### src/rtl/ram_sp_clr.sv
// Single-port synchronous RAM with registered read, read-valid strobe and
// a clear engine that zeroes the whole array after reset and on request.
// Ports: clk, rst_n (async, active-low), e/w/r command, addr, din,
//   wstrb (only with RAM_WSTRB_EN), clr, dout, dvalid, busy.
// Optional byte-lane write strobes are enabled by the macro RAM_WSTRB_EN.
module ram_sp_clr #(
   parameter int DW = 16,
   parameter int AW = 3
) (
   input  logic          clk,
   input  logic          rst_n,
   input  logic          e,
   input  logic          w,
   input  logic          r,
   input  logic [AW-1:0] addr,
   input  logic [DW-1:0] din,
`ifdef RAM_WSTRB_EN
   input  logic [DW/8-1:0] wstrb,
`endif
   input  logic          clr,
   output logic [DW-1:0] dout,
   output logic          dvalid,
   output logic          busy
);

   localparam int DEPTH = 2**AW;

   typedef enum logic {
      READY = 1'b0,
      CLEAR = 1'b1
   } state_t;

   state_t        state_q, state_n;
   logic [AW-1:0] ccnt_q, ccnt_n;

   logic [DW-1:0] mem [DEPTH];

   logic          we;
   logic          rd;
   logic [AW-1:0] wa;
   logic [DW-1:0] wd;
`ifdef RAM_WSTRB_EN
   logic [DW/8-1:0] wbe;
`endif

   // Commands only reach the array in READY, and clr pre-empts them.
   logic cmd_ok;
   assign cmd_ok = (state_q == READY) && e && !clr;

   always_ff @(posedge clk or negedge rst_n) begin
      if (!rst_n) begin
         state_q <= CLEAR;
         ccnt_q  <= '0;
      end else begin
         state_q <= state_n;
         ccnt_q  <= ccnt_n;
      end
   end

   always_comb begin
      state_n = state_q;
      ccnt_n  = '0;
      we      = 1'b0;
      rd      = 1'b0;
      wa      = addr;
      wd      = din;
`ifdef RAM_WSTRB_EN
      wbe     = wstrb;
`endif
      unique case (state_q)
         CLEAR: begin
            // Sweep writes full zero words regardless of strobes.
            we     = 1'b1;
            wa     = ccnt_q;
            wd     = '0;
`ifdef RAM_WSTRB_EN
            wbe    = '1;
`endif
            ccnt_n = ccnt_q + 1'b1;
            if (ccnt_q == {AW{1'b1}}) begin
               state_n = READY;
               ccnt_n  = '0;
            end
         end
         READY: begin
            we = cmd_ok && w;
            rd = cmd_ok && r;
            if (clr) begin
               state_n = CLEAR;
            end
         end
         default: begin
            state_n = CLEAR;
         end
      endcase
   end

   // Array has no reset; the clear sweep initialises it.
   always_ff @(posedge clk) begin
      if (we) begin
`ifdef RAM_WSTRB_EN
         for (int k = 0; k < DW/8; k++) begin
            if (wbe[k]) begin
               mem[wa][8*k +: 8] <= wd[8*k +: 8];
            end
         end
`else
         mem[wa] <= wd;
`endif
      end
   end

   // Read-first: the array write above lands after this sample.
   always_ff @(posedge clk or negedge rst_n) begin
      if (!rst_n) begin
         dout   <= '0;
         dvalid <= 1'b0;
      end else begin
         dvalid <= rd;
         if (rd) begin
            dout <= mem[addr];
         end
      end
   end

   assign busy = (state_q == CLEAR);

endmodule

### config.mk
export PLATFORM = sky130hd
export DESIGN_NAME = ram_sp_clr
export DESIGN_NICKNAME = d
export VERILOG_FILES = /design/src/rtl/ram_sp_clr.sv
export SDC_FILE = /design/constraint.sdc
export NUM_CORES = 1
export LEC_CHECK = 0
export BUFFER_PORTS_ARGS = -buffer_cell sky130_fd_sc_hd__buf_2
export CAP_MARGIN = 25
export CORE_MARGIN = 5
export CORE_UTILIZATION = 50
export DETAILED_ROUTE_END_ITERATION = 12
export PLACE_DENSITY = 0.68
export SYNTH_ARGS = -nofsm -noshare
export SYNTH_HDL_FRONTEND = slang
export SYNTH_SLANG_ARGS = --single-unit
export TNS_END_PERCENT = 30
### constraint.sdc
create_clock -name clk -period 3 [get_ports clk]
set_input_delay 0.15 -clock clk [delete_from_list [all_inputs] [get_ports clk]]
set_output_delay 0.15 -clock clk [all_outputs]
set_load 0.01 [all_outputs]
-- After elaboration in Yosys (flattened, before gate mapping)
Memory sizes are Yosys's and may differ from the RTL's. A register that Yosys moved wholly into a read port is not among the register bits.
Cells that the tools add are included.
- add/sub/neg operators: 1
- equality and inequality tests: 1
- muxes and demuxes: 11
- bitwise gates (word level): 1
- reductions and logical operators: 6
- operator list (kind ; number):
    $mux W16 ; 1
    $mux W3 ; 3
    $mux W1 ; 5
    $logic_and A1 B1 Y1 ; 4
    $pmux W1 S2 ; 2
    $add A3 B1 Y3 const B ; 1
    $eq A3 B3 Y1 const B ; 1
    $logic_not A1 Y1 ; 2
    $not A1 Y1 ; 1
- bits in registers: 5
- RAM bits: 128
- input port bits: 25
- output and inout bits: 18
- logic and storage cells: 24
- memories: 1
- memories (memory ; words ; bits a word ; rd ports ; clocked after memory_dff ; write ports ; line ; RTL):
    mem ; 8 ; 16 ; 1 ; 1 ; 1 ; 36 ; logic [DW-1:0] mem [DEPTH];

-- Longest topological paths before layout
Gate-level depths: netlist (run 1).
- word-level depth: 7
- mapped depth: 5
- mapped depth without buffers: 3

-- Worst setup path after synthesis (run 1)
Ideal clock, no wire load.
- path kind: reg2reg
- from: register state_q (netlist: busy)
- to: memory mem[6][0], enable pin
- library setup time: 0.388 ns
- arrival time: 1.823 ns
- data required time: 2.612 ns
- slack: 0.789 ns
- cell stages (with the launch flop): 5
- path buffers: 1
- clock period less this slack: 2.211 ns
- cells stage by stage: dfstp_2 > clkbuf_1 > nand2_1 > o22a_1 > nor2_1
- cells in the longest elaborated chain, start to end: 7
- elaborated cells on any way between the ends: 8
- classes of those cells: mux (4); bitwise (1); reduce/logical (3)
- ends and longest elaborated chain (element ; line ; RTL):
    start: declaration ; 33 ; state_t state_q, state_n;
    start signal: assignment ; 55 ; state_q <= state_n;
    $not A1 Y1 ; -- ;
    $logic_and A1 B1 Y1 (2 in a row) ; 48 ; assign cmd_ok = (state_q == READY) && e && !clr;
    $logic_and A1 B1 Y1 ; 86 ; we = cmd_ok && w;
    $pmux W1 S2 ; 70 ; unique case (state_q)
    $mux W1 ; 100 ; if (we) begin
    $mux W1 (implied by the code) ; 108 ; mem[wa] <= wd;
    end: declaration ; 36 ;
Several ways; a longest one is shown, not always the timed one.

-- Final worst setup path (run 1)
- from: register state_q (netlist: busy)
- to: memory mem[7][12], enable pin
The elaborated chain is that of the path after synthesis.

==> results_dict.tcl, run 1 <==
set metrics [dict create \
    first_pass_iters 4 \
    wl_per_cell_microns 21.19 \
    cp-start-kind "register" \
    finalHoldViolCount 0 \
    synth_cells 347 \
    slew_violations 0 \
    yosys.area_share.xor_xnor_pct 0 \
    numCtsBuffers 17 \
    status "complete, no violations" \
    period_share_pct 70.47 \
    synth_top_area_share_pct 64.39 \
    core_sq_mm 0.01186 \
    wl_mm 12.02 \
    relSlewSlack_pct 49.18 \
    antenna_found_initial 0 \
    setup_tns_ns 0 \
    drive_above_1_share_pct 32.86 \
    final_antenna_net_count 0 \
    comb_power_share_pct 21.5 \
    synth_edf_count 128 \
    hpwlAfterDp_mm 7.139 \
    seq_power_share_pct 48.3 \
    grt-ovfl-total 0 \
    yosys.area.top_type "edfxtp_1" \
    synth_fp_nets 374 \
    clock_latency_ns 0.42 \
    cp.required_ns 3.12 \
    die_area_sq_mm 0.01422 \
    setup_slack_ns 0.8860 \
    ys_types 27 \
    io_buffers 42 \
    ioPinCount 43 \
    worst-path-max-fanout 9 \
    p_leak_nw 2.648 \
    period_needed_ns 2.114 \
    preCtsSetupSlack_ns 0.8608 \
    synth-main-ff-cell "edfxtp_1" \
    cts_root_buf "clkbuf_16" \
    powerDensity_mw_per_mm2 989.8 \
    synth_area_sq_mm 0.005969 \
    cts_max_level 4 \
    synth-simple-area-share_pct 4.674 \
    yosys-mux-area-fraction_pct 11.40 \
    drcViolationCount 0 \
    ys_seq_elements 149 \
    vias 3214 \
    tritoncts "done" \
    die_y_microns 119.3 \
    synth_area_leaders "edfxtp_1 64%, dfrtp_1 8.4%, mux2_2 6.0%" \
    viasPerCell 5.668 \
    switching_share_pct 28.20 \
    grt_pass1_wl_mm 18.45 \
    cts_sinks 149 \
    ys_top_cells_by_count "128 x edfxtp_1, 32 x mux2_2, 32 x mux2i_1" \
    finalSetupViolCount 0 \
    yosysMostFrequentCell "edfxtp_1" \
    fmax_mhz 473.0 \
    yosysSeqAreaShare_pct 73.21 \
    nets 434 \
    p_int_w 0.004970 \
    end_kind "register" \
    grt_pass1_vias 3288 \
    post_cts_buffers 0 \
    path_clk_slew_ns 0.06 \
    floorplan.initialDensity_pct 50.33 \
    fillers 907 \
    track_usage_pct 17.80 \
    synthAdderAreaFrac_pct 0.4192 \
    grt_max_degree 47 \
    placementRows 40 \
    cts.path.max_buffers 2 \
    critPathKind "register to register" \
    drv_cap 0 \
    syn2layout_area_growth_pct 17.15 \
    yosys_warnings 0 \
    tightest_slew_ns 0.7596 \
    die_w_microns 119.3 \
    hp-class "input port to register" \
    ir_worst_vdd_uv 409.1 \
    synth_compound_area_share_pct 8.195 \
    arrival_ns 2.23 \
    p_clk_share_pct 30.2 \
    synth_area_per_cell_sq_um 17.20 \
    rsz0062_at_grt "false" \
    skew_ns 0.005146 \
    p_sw_w 0.001952 \
    gp_congestion 0.8275 \
    synth_top_family_by_area "multiplexers" \
    first_iter_violations 217 \
    post_cts_resized 0 \
    n_antenna_cell 0 \
    async_flop_share_pct 14.09 \
]
## state kept, by name, summed over array words and instances (netlist names)
name	count
dout	16
dvalid	1
mem	128
ccnt_q	3
busy	1
## per-layer routing
| metal | vias up | track usage [%] | part of all wire [%] | routed length (microns) |
|---|---|---|---|---|
| met3 | 18 | 4.274 | 5.4 | 650 |
| met4 | 0 | 7.820 | 1.7 | 209 |
| met1 | 1663 | 22.24 | 42 | 5012 |
| li1 | 1461 | - | - | - |
| met2 | 72 | 29.53 | 51 | 6143 |
| met5 | - | 0 | 0 | 0 |
## repair_timing
action | in CTS | in global routing
endpoints found under the setup margin | 0 | 0
hold buffers | 2 | 0
endpoints found under the hold margin | 21 | 0
## power by group through the flow
stage          Clock [W]  Sequential [W]  Combinational [W]
2_1_floorplan          0         0.00338           0.000894
3_3_place_gp           0         0.00336            0.00147
3_5_place_dp           0         0.00339            0.00151
4_1_cts          0.00212         0.00335            0.00152
5_1_grt          0.00221         0.00340            0.00162
6_report         0.00209         0.00334            0.00149
## critical path: stages, from the launching register on
cell and delay, ns:
dfstp_2 0.59, nand2_1 0.09, o22a_1 0.20, nor2_1 0.59, buf_4 0.34
## kinds of logic after synthesis
| group | count (synthesis) |
|---|---|
| compound gates | 55 |
| simple gates | 54 |
| flops | 149 |
| fa+ha+maj | 2 |
| buf+inv | 23 |
| mux | 64 |
## placed cells by master, fill, tap and decap left out, types with 3 or more instances in the layout
master | Yosys | final
buf_4 | 2 | 17
clkinv_2 | 0 | 4
mux2i_1 | 32 | 32
nor2b_1 | 18 | 18
bufinv_16 | 0 | 3
o22ai_1 | 16 | 16
buf_2 | 7 | 42
mux2_2 | 32 | 32
clkbuf_16 | 0 | 17
nor2_1 | 11 | 11
nand2_1 | 18 | 18
o31ai_2 | 15 | 15
inv_1 | 3 | 3
clkinvlp_4 | 0 | 4
edfxtp_1 | 128 | 128
a22o_1 | 16 | 16
dfrtp_1 | 20 | 20
## metrics by stage
step	power [W]	instance area (sq um)	hold slack (ns)	instances	util (%)
5_1_grt	0.007240	6993	0.2132	567	58.96
2_1_floorplan	0.004271	5969	-0.1456	347	-
6_report	0.006922	6993	0.2122	567	58.96
3_3_place_gp	0.004832	6382	0.1805	533	53.81
3_5_place_dp	0.004894	6382	0.1885	533	53.81
4_1_cts	0.006992	6993	0.1980	567	58.96
## final timing paths
kind                                       from                    to  slack, ns  depth (start not counted)
setup / recovery                 busy$_DFF_PN1_  mem[7][12]$_DFFE_PP_       0.89                          4
min in group asynchronous                 rst_n   dout[9]$_DFFE_PN0P_       0.27                          2
max in group asynchronous                 rst_n   dout[1]$_DFFE_PN0P_       2.34                          2
setup reg to reg                 busy$_DFF_PN1_  mem[7][12]$_DFFE_PP_       0.89                          4
hold / removal                           din[3]   mem[3][3]$_DFFE_PP_       0.21                          2
hold reg to reg            dout[10]$_DFFE_PN0P_  dout[10]$_DFFE_PN0P_       0.48                          2
## cell type report
cell class / instances / area (sq um) / area share [%]
Clock buffer: 18 / 429.2 / 6.137
Clock inverter: 14 / 161.4 / 2.308
Inverter: 3 / 11.26 / 0.1610
Multi-Input combinational cell: 175 / 1479 / 21.15
Sequential cell: 149 / 4370 / 62.50
Tap cell: 147 / 183.9 / 2.630
Timing Repair Buffer: 61 / 357.8 / 5.117
Power figures use the tool's default switching activity.
==> run 2, diff against run 1 <==
- PLACE_DENSITY: 0.68 -> 0.71
- clock period: 3 -> 1.8 ns (I/O delays scaled with it)
==> run 2 against run 1 <==
- global-route usage increased by 0.76 points
- utilization increased by 3.1 points
- first-iteration DRC count increased by 8.3%
- worst setup slack got worse by 0.85 ns
- worst hold slack got worse by 0.12 ns
- sequential power increased by 67%
- die area unchanged
- total power increased by 79%
- largest power group unchanged
==> results_dict.tcl, run 2 (synthesized netlist as in run 1, its figures left out) <==
set metrics [dict create \
    track_usage_pct 18.56 \
    top_register "mem" \
    slew_violations 0 \
    floorplan.initialDensity_pct 50.33 \
    largest_registers "mem (128), dout (16), ccnt_q (3)" \
    p_leak_nw 2.790 \
    gp_congestion 0.7548 \
    critPathKind "register to register" \
    min_to "busy$_DFF_PN1_" \
    drive_above_1_share_pct 39.46 \
    nets 455 \
    cts_root_buf "clkbuf_16" \
    reg2reg_to "mem[0][3]$_DFFE_PP_" \
    hold_path_depth 4 \
    clock_latency_ns 0.41 \
    period_share_pct 97.78 \
    r2r_slack_ns 0.04 \
    min-delay-start "clr" \
    largest_reg_flops 128 \
    arrival_ns 1.93 \
    viasPerCell 5.570 \
    cp.required_ns 1.97 \
    drv_cap 0 \
    syn2layout_area_growth_pct 23.24 \
    finalHoldViolCount 0 \
    cts_sinks 149 \
    antenna_found_initial 0 \
    placementRows 40 \
    finalSetupViolCount 0 \
    n_antenna_cell 0 \
    wl_per_cell_microns 21.20 \
    period_needed_ns 1.760 \
    tritoncts "done" \
    first_iter_violations 235 \
    grt_pass1_wl_mm 19.55 \
    power_w 0.01238 \
    vias 3275 \
    place_area_sq_mm 0.006610 \
    rsz0062_at_grt "true" \
    cts_max_level 4 \
    tightest_slew_ns 0.6909 \
    io_buffers 42 \
    ioPinCount 43 \
    skew_ns 0.008978 \
    hp-class "input port to register" \
    die_y_microns 119.3 \
    core_sq_mm 0.01186 \
    path_clk_slew_ns 0.06 \
    fmax_mhz 568.2 \
    status "complete, no violations" \
    final_cell_mix "128 x edfxtp_1, 42 x buf_2, 32 x mux2_2, 32 x mux2i_1, 31 x buf_4" \
    worst-path-max-fanout 16 \
    ir_worst_vdd_uv 860.3 \
    rr_worst_depth 6 \
    relSlewSlack_pct 53.85 \
    die_w_microns 119.3 \
    grt-ovfl-total 0 \
    end_kind "register" \
    powerDensity_mw_per_mm2 1682 \
    numCtsBuffers 17 \
    grt_pass1_vias 3379 \
    layout_commonest_cell "edfxtp_1" \
    drcViolationCount 0 \
    fillers 833 \
    cts.path.max_buffers 2 \
    reg2reg_from "busy$_DFF_PN1_" \
    utilization_pct 62.03 \
    die_area_sq_mm 0.01422 \
    wl_mm 12.47 \
    fin_area_sq_mm 0.007357 \
    grt_max_degree 39 \
    first_pass_iters 4 \
    hpwlAfterDp_mm 7.835 \
    final_antenna_net_count 0 \
    cp-start-kind "register" \
]
## run 2: cell types whose count changed in the layout (fill, tap and decap cells not counted), sizes merged
cell / previous run / this run
buf: 59 / 81
bufinv: 3 / 4
clkinv: 7 / 3
clkbuf: 18 / 20
clkinvlp: 4 / 5
dlygate4sd3: 2 / 1
## run 2: cell type report
class | count | area, sq um | share of cell area [%]
Clock inverter | 12 | 180.2 | 2.449
Clock buffer | 20 | 436.7 | 5.935
Inverter | 3 | 11.26 | 0.1531
Timing Repair Buffer | 82 | 613.1 | 8.333
Sequential cell | 149 | 4370 | 59.40
Multi-Input combinational cell | 175 | 1562 | 21.22
Tap cell | 147 | 183.9 | 2.500
## run 2: critical path, stage by stage (launching register included)
cell	delay [ns]
dfstp_2	0.60
buf_4	0.20
inv_1	0.10
a22oi_2	0.25
buf_4	0.17
nor2_2	0.04
buf_12	0.16
## run 2: report_power, final
part	switching (W)	internal, W
Sequential	0.000339	0.00524
Combinational	0.00184	0.00132
Clock	0.00133	0.00232
Total	0.00350	0.00887
## run 2: what timing repair did
action	CTS	global route
gates resized for setup	5	6
hold buffers	1	0
setup endpoints to repair	64	80
cloned	0	0
pin swaps	4	1
setup buffers	3	1
endpoints found under the hold margin	20	0
## run 2: worst max-delay path by stage
stage	from	endpoint	slack, ns	cells past startpoint
4_1_cts	busy$_DFF_PN1_	mem[0][10]$_DFFE_PP_	0.009	6
6_report	busy$_DFF_PN1_	mem[0][3]$_DFFE_PP_	0.04	6
5_1_grt	busy$_DFF_PN1_	mem[3][10]$_DFFE_PP_	-0.02	3
3_5_place_dp	busy$_DFF_PN1_	mem[1][1]$_DFFE_PP_	-0.35	3
2_1_floorplan	busy$_DFF_PN1_	mem[3][0]$_DFFE_PP_	-0.1	4
3_3_place_gp	busy$_DFF_PN1_	mem[5][6]$_DFFE_PP_	-0.27	3
## run 2: layer usage
layer  part of all wire, %  global-route usage (%)  vias to the layer above
met1                    46                   26.73                     1640
met4                   1.5                   6.951                        0
li1                      -                       -                     1516
met3                   5.4                   3.466                       18
met5                     0                       0                        -
met2                    47                   28.22                      101
## run 2: through the flow
step	instances	setup slack [ns]	hold slack, ns	setup TNS [ns]
after detailed placement	551	-0.3456	0.1405	-14.82
after CTS	587	0.008734	0.07599	0
after floorplan	347	-0.09553	-0.2056	-7.467
after global placement	551	-0.2670	0.1283	-12.10
after global routing	588	-0.02000	0.09028	-0.4018
final	588	0.03999	0.09467	0
==> run 3, diff against run 2 <==
- BUFFER_PORTS_ARGS: -buffer_cell sky130_fd_sc_hd__buf_2 -> unset
- DONT_BUFFER_PORTS: unset -> 1
- PLACE_DENSITY: 0.71 -> 0.68
==> run 3 against run 2 <==
- clock skew down 0.0043 ns
- global-route usage down 1.2 points
- register-to-register slack about the same
- routed wire length down 7.0%
- sequential power up 1%
- combinational power down 15%
- cell count down 9.2%
- cell area down 5.7%
- via count down 7.8%
- sequential share of layout area up 3.6 points
- total power down 6.8%
- utilization down 3.5 points
- critical endpoint is now mem[5][0]$_DFFE_PP_
- largest cell class unchanged
- largest power group unchanged
==> results_dict.tcl, run 3 (synthesized netlist as in run 1, its figures left out) <==
set metrics [dict create \
    largest_registers "mem (128), dout (16), ccnt_q (3)" \
    drcViolationCount 0 \
    finalHoldViolCount 0 \
    wl_mm 11.60 \
    grt_pass1_wl_mm 18.18 \
    core_sq_mm 0.01186 \
    final_cell_mix "128 x edfxtp_1, 32 x mux2_2, 32 x mux2i_1" \
    hp-class "input port to register" \
    cts_max_level 4 \
    grt-ovfl-total 0 \
    viasPerCell 5.655 \
    gp_congestion 0.7820 \
    period_needed_ns 1.759 \
    top_register "mem" \
    die_y_microns 119.3 \
    clock_latency_ns 0.41 \
    p_leak_nw 2.514 \
    cts_sinks 149 \
    grt_pass1_vias 3217 \
    cp-start-kind "register" \
    antenna_found_initial 0 \
    drv_cap 0 \
    floorplan.initialDensity_pct 50.33 \
    syn2layout_area_growth_pct 16.26 \
    largest_reg_flops 128 \
    wl_per_cell_microns 21.72 \
    relSlewSlack_pct 60.98 \
    io_buffers 0 \
    ioPinCount 43 \
    placementRows 40 \
    drive_above_1_share_pct 29.46 \
    tightest_slew_ns 0.5842 \
    arrival_ns 1.81 \
    switching_share_pct 29.03 \
    status "complete, no violations" \
    slew_violations 0 \
    numCtsBuffers 17 \
    p_sw_w 0.003349 \
    first_iter_violations 177 \
    skew_ns 0.004653 \
    path_clk_slew_ns 0.06 \
    critPathKind "register to register" \
    end_kind "register" \
    nets 401 \
    period_share_pct 97.73 \
    seq_power_share_pct 49.1 \
    p_clk_share_pct 27.6 \
    comb_power_share_pct 23.3 \
    layout_commonest_cell "edfxtp_1" \
    finalSetupViolCount 0 \
    vias 3020 \
    final_antenna_net_count 0 \
    die_w_microns 119.3 \
    cts.path.max_buffers 2 \
    n_antenna_cell 0 \
    cp.required_ns 1.85 \
    tritoncts "done" \
    fmax_mhz 568.4 \
    place_area_sq_mm 0.006297 \
    die_area_sq_mm 0.01422 \
    utilization_pct 58.51 \
    hpwlAfterDp_mm 6.927 \
    track_usage_pct 17.38 \
    p_int_w 0.008189 \
    ir_worst_vdd_uv 684.4 \
    grt_max_degree 67 \
    powerDensity_mw_per_mm2 1662 \
    cts_root_buf "clkbuf_16" \
    worst-path-max-fanout 16 \
    fin_area_sq_mm 0.006940 \
    first_pass_iters 4 \
]
==> run 3: cell types whose count changed in the layout (fill, tap and decap cells not counted), sizes merged <==
cell,previous run,this run
buf,81,26
bufinv,4,1
clkinv,3,7
dlygate4sd3,1,2
clkinvlp,5,6
clkbuf,20,17
inv,3,4
==> run 3: final timing paths <==
check,startpoint,end,slack [ns],depth (start not counted)
worst max-delay path,busy$_DFF_PN1_,mem[5][0]$_DFFE_PP_,0.04,3
worst min-delay path,addr[0],dout[15]$_DFFE_PN0P_,0.05,3
worst max register to register,busy$_DFF_PN1_,mem[5][0]$_DFFE_PP_,0.04,3
worst min register to register,dout[12]$_DFFE_PN0P_,dout[12]$_DFFE_PN0P_,0.56,2
max in group asynchronous,rst_n,busy$_DFF_PN1_,1.47,2
min in group asynchronous,rst_n,dout[14]$_DFFE_PN0P_,0.11,2
==> run 3: stage by stage <==
stage | hold slack (ns) | setup slack [ns] | instances | power (W) | setup TNS, ns
3_5_place_dp | -0.2048 | -0.2262 | 497 | 0.008287 | -6.824
3_3_place_gp | -0.2049 | -0.1244 | 497 | 0.008149 | -3.931
5_1_grt | 0.04315 | -0.03184 | 534 | 0.01209 | -0.4478
4_1_cts | 0.03732 | -0.2433 | 532 | 0.01149 | -7.356
6_report | 0.05211 | 0.04077 | 534 | 0.01154 | 0
2_1_floorplan | -0.2056 | -0.09553 | 347 | 0.007192 | -7.467
==> run 3: what timing repair did <==
action	in CTS	in global routing
setup endpoints to repair	32	48
hold buffers	3	0
setup buffers	0	2
resized for setup	0	8
hold endpoints to repair	22	0
pin swaps	0	1
==> run 3: final cells by class <==
type                       count  area (sq um)
clock buffer                  17         425.4
multi-input combinational    175          1533
sequential                   149          4370
inverter                       3         11.26
tap                          147         183.9
fill                         847          4921
clock inverter                15         115.1
timing repair buffer          28         301.5
==> run 3: power by group through the flow <==
| stage | sequential (W) | clock [W] | combinational (W) |
|---|---|---|---|
| CTS | 0.00567 | 0.00324 | 0.00258 |
| global placement | 0.00567 | 0 | 0.00248 |
| global route | 0.00576 | 0.00341 | 0.00292 |
| detailed placement | 0.00573 | 0 | 0.00255 |
| floorplan | 0.00562 | 0 | 0.00158 |
| finish | 0.00566 | 0.00319 | 0.00269 |
==> run 3: critical path: stages (launching register included) <==
cell	delay (ns)
dfstp_2	0.60
nor2b_2	0.20
a2bb2oi_1	0.16
nor2_4	0.43
==> run 3: per-layer routing <==
metal / GRT usage [%] / routed length [microns] / share of wire, %
met4: 7.531 / 279 / 2.4
met1: 21.71 / 4982 / 43
met2: 28.22 / 5795 / 50
met5: 0 / 0 / 0
met3: 5.081 / 540 / 4.7
